**src/rtl/cska16_arb.sv**
```systemverilog
`default_nettype none
// ==========================================================================
// cska16_arb : two-port round-robin arbiter/sequencer for a shared cska16
// Revision   : 1.0
// ==========================================================================
module cska16_arb #(
  parameter int WIDTH = 16
) (
  input  logic             clk,
  input  logic             rst_n,
  input  logic [1:0]       req_valid,
  output logic [1:0]       req_ready,
  input  logic [WIDTH-1:0] req0_a,
  input  logic [WIDTH-1:0] req0_b,
  input  logic [WIDTH-1:0] req1_a,
  input  logic [WIDTH-1:0] req1_b,
  input  logic [1:0]       req_cin,
  input  logic [1:0]       req_use_carry,
  input  logic [1:0]       req_lock,
  output logic [WIDTH-1:0] add_a,
  output logic [WIDTH-1:0] add_b,
  output logic             add_cin,
  input  logic [WIDTH-1:0] add_sum,
  input  logic             add_cout,
  output logic             rsp_valid,
  output logic             rsp_id,
  output logic [WIDTH-1:0] rsp_sum,
  output logic             rsp_cout
);

  logic       last;
  logic       locked;
  logic       owner;
  logic [1:0] carry;
  logic [1:0] grant;
  logic       accept;
  logic       gsel;

  // A held lock starves the other requester even while the owner is idle.
  always_comb begin
    grant = 2'b00;
    if (locked) begin
      grant[owner] = req_valid[owner];
    end else begin
      case (req_valid)
        2'b01:   grant = 2'b01;
        2'b10:   grant = 2'b10;
        2'b11:   grant = last ? 2'b01 : 2'b10;
        default: grant = 2'b00;
      endcase
    end
  end

  assign req_ready = grant;
  assign accept    = |grant;
  assign gsel      = grant[1];

  always_comb begin
    add_a   = '0;
    add_b   = '0;
    add_cin = 1'b0;
    if (grant[0]) begin
      add_a   = req0_a;
      add_b   = req0_b;
      add_cin = req_use_carry[0] ? carry[0] : req_cin[0];
    end else if (grant[1]) begin
      add_a   = req1_a;
      add_b   = req1_b;
      add_cin = req_use_carry[1] ? carry[1] : req_cin[1];
    end
  end

  always_ff @(posedge clk or negedge rst_n) begin
    if (!rst_n) begin
      rsp_valid <= 1'b0;
      rsp_id    <= 1'b0;
      rsp_sum   <= '0;
      rsp_cout  <= 1'b0;
      carry     <= 2'b00;
      locked    <= 1'b0;
      owner     <= 1'b0;
      last      <= 1'b1;
    end else if (accept) begin
      rsp_valid    <= 1'b1;
      rsp_id       <= gsel;
      rsp_sum      <= add_sum;
      rsp_cout     <= add_cout;
      carry[gsel]  <= add_cout;
      last         <= gsel;
      locked       <= req_lock[gsel];
      if (req_lock[gsel]) begin
        owner <= gsel;
      end
    end else begin
      rsp_valid <= 1'b0;
    end
  end

endmodule
`default_nettype wire
```
**config.mk**
```make
export PLATFORM = sky130hd
export DESIGN_NAME = cska16_arb
export DESIGN_NICKNAME = d
export VERILOG_FILES = /design/src/rtl/cska16_arb.sv
export SDC_FILE = /design/constraint.sdc
export NUM_CORES = 1
export LEC_CHECK = 0
export CORE_MARGIN = 4
export CORE_UTILIZATION = 26
export CTS_BUF_LIST = sky130_fd_sc_hd__clkbuf_4 sky130_fd_sc_hd__clkbuf_8
export DETAILED_ROUTE_END_ITERATION = 8
export PLACE_DENSITY_LB_ADDON = 0.25
export SYNTH_ARGS = -nofsm -noshare
export SYNTH_HDL_FRONTEND = slang
export SYNTH_SLANG_ARGS = --single-unit
```
**constraint.sdc**
```tcl
create_clock -name clk -period 1.95 [get_ports clk]
set_clock_uncertainty 0.05 [all_clocks]
set_input_delay 0.585 -clock clk [delete_from_list [all_inputs] [get_ports clk]]
set_output_delay 0.585 -clock clk [all_outputs]
set_load 0.005 [all_outputs]
```
==> qor.yml, run 1 <==
tightest_slew_ps: 300
htree_levels: 1
hold_end: "rsp_sum[6]$_DFFE_PN0P_"
cts.sinks: 24
crit_chain: "buf_6 -> o21ai_4 -> inv_4 -> buf_12 -> buf_12 -> a22o_1 -> buf_2"
reg2reg_slack_ps: 180
crit_path_top_delay_cell: "dfrtp_2"
drv_slew: 0
grt.overflow.total: 0
clockBufferDepth: 2
die_area_mm2: 0.00648
synth_top_family_by_area: "compound AO/OA/AOI/OAI gates"
path_delay_family: "buffers and inverters"
dp_cells: 327
critPathBufInv: 5
synth_xor_area_frac: 0
syn_area_mm2: 0.00137
utilization: 0.633
syn_to_final_growth_pct: 137
insertedDiodeCount: 0
cp-start-kind: "flop"
totalWireLength_um: 5970
async_flop_share: 1.00
placed_area_mm2: 0.00299
ys_ff_latch: 24
grt_setup_unrepaired: "true"
first_pass_iters: 4
cts_buffers: 3
io_buffers: 144
postRouteAntennaNets: 0
tns_ps: -10530
io_pins: 145
hold_violations: 0
final.fill_count: 431
crit_path_max_incr_delay_ps: 440
post_drt_wl_per_cell_um: 17.0
die_height_um: 80.5
r2r.worst_path.cells: 7
grt_pass1_vias: 1687
hp-class: "reg -> reg"
rows: 26
synth_fp_nets: 195
multi_input_area_um2: 728
synthAdderAreaFrac: 0
cpMostUsedCell: "buf_12"
core_mm2: 0.00511
antenna_found_initial: 0
p_per_area_mw_per_mm2: 1120
track_usage: 0.172
layout_common_cells: "clkdlybuf4s50_1 (106), buf_2 (35), a22o_1 (33), dfrtp_1 (22), buf_4 (18)"
syn_avg_cell_area_um2: 13.1
regArea_um2: 603
relSlewSlack: 0.800
drc: 0
hold_depth: 1
status: "finished with violations"
setup_slack_ps: -360
final_common_cell: "clkdlybuf4s50_1"
yosysSeqAreaShare: 0.440
holdWs_ps: 461
r2r_start: "last$_DFFE_PN1P_"
yosys_warnings: 0
fp.dieW_um: 80.5
drt-vias-per-instance: 4.53
synthCells: 104
vdd_drop_max_v: 0.000642
max_freq_mhz: 433
vias: 1595
p_total_mw: 3.63
hpwl_um: 4460
design_area_mm2: 0.00323
min_period_ps: 2310
ys_types: 24
nNetsFinal: 374
drive_above_1_share: 0.387
synth_flop_cell: "dfrtp_1"
cts_hold_buf: 0
crit_path_max_fanout: 9
grt_first_pass_wirelength_um: 8760
path_clk_slew_ps: 80
cts_root_buf: "clkbuf_8"
yosys.area_share.simple: 0.0321
end_kind: "primary output"
synth_edf_count: 0
grt_max_degree: 25
finalNonFillerCells: 352
first_iter_violations: 30
synth_compound_area_frac: 0.277
failed_checks: "setup timing"
setup_violations: 35
drv_cap: 0
cp.required_ps: 1310
initial_core_util: 0.268
cts_tree: "done"
r2r-end: "carry[1]$_DFFE_PN0P_"
detailedPlace.worstSlack_ps: -1020
place_congestion: 0.809
muxShareOfSynthArea: 0.197
min_from: "rsp_sum[6]$_DFFE_PN0P_"
p_leak_nw: 1.47
crit_arrival_ps: 1680
clock_latency_ps: 260
worstSetupPathType: "reg -> out"
period_share: 1.18
==> worst reg2reg max path: stages, from the launching register on <==
cell,delay [ps]
dfstp_2,550
nand3b_1,80
and3_4,210
buf_12,140
buf_16,130
buf_4,120
buf_4,130
mux2_2,260
==> worst max-delay path by stage <==
stage / start / to / cells after the start
floorplan: req_valid[0] / add_a[0] / 5
global placement: req_valid[1] / add_a[5] / 7
detailed placement: req_valid[1] / add_b[11] / 7
CTS: last$_DFFE_PN1P_ / add_a[7] / 6
global route: locked$_DFFE_PN0P_ / add_a[8] / 8
finish: locked$_DFFE_PN0P_ / add_a[11] / 7
==> cells in the mapped netlist, types with 2 or more instances <==
library cell	number	area share
nand2b_1	2	0.0092
a21o_1	2	0.011
dfrtp_1	23	0.42
a21boi_0	2	0.011
o2bb2ai_1	2	0.013
a22o_1	33	0.21
buf_2	4	0.015
mux2_4	9	0.099
buf_4	2	0.011
mux2_2	11	0.091
==> flip-flops by register name, summed over array words and instances, names as in the netlist <==
name       count
last           1
rsp_sum       16
rsp_valid      1
carry          2
rsp_id         1
rsp_cout       1
owner          1
locked         1
==> routing by layer <==
metal | global-route usage | part of all wire
met1 | 0.191 | 0.37
met2 | 0.326 | 0.52
met3 | 0.0527 | 0.10
met4 | 0.0203 | 0.0052
met5 | 0 | 0
==> area by class of cell <==
| cell class | instances | share of cell area |
|---|---|---|
| clock buffers | 3 | 0.0128 |
| clock inverters | 1 | 0.00929 |
| inverters | 2 | 0.00310 |
| multi-input cells | 70 | 0.225 |
| flip-flops and latches | 24 | 0.187 |
| well taps | 70 | 0.0271 |
| repair buffers | 182 | 0.536 |
==> repair_timing <==
item                       4_1_cts  5_1_grt
gates cloned                     4        0
setup endpoints to repair       35       35
buffers inserted                12        5
pin swaps                       10        7
gates resized for setup        174        3
==> cell families after synthesis <==
kind of cell,Yosys count
AND/OR/NAND/NOR,6
flip-flops,24
multiplexers,21
buffers and inverters,10
AO/OA/AOI/OAI,43
==> where the power goes <==
part | internal (mW) | switching [mW] | total (mW)
clock network | 0.274 | 0.155 | 0.430
logic | 1.58 | 0.816 | 2.40
registers | 0.692 | 0.106 | 0.799
Note: power is estimated with default switching activity, not from simulation.
==> inputs of run 2 (changes only) <==
--- a/config.mk
+++ b/config.mk
@@ -5,6 +5,7 @@
 export SDC_FILE = /design/constraint.sdc
 export NUM_CORES = 1
 export LEC_CHECK = 0
+export ABC_CLOCK_PERIOD_IN_PS = 1950
 export CORE_MARGIN = 4
 export CORE_UTILIZATION = 26
 export CTS_BUF_LIST = sky130_fd_sc_hd__clkbuf_4 sky130_fd_sc_hd__clkbuf_8
==> results of run 2 <==
The final DEF is identical to that of run 1; final timing and power are the same.
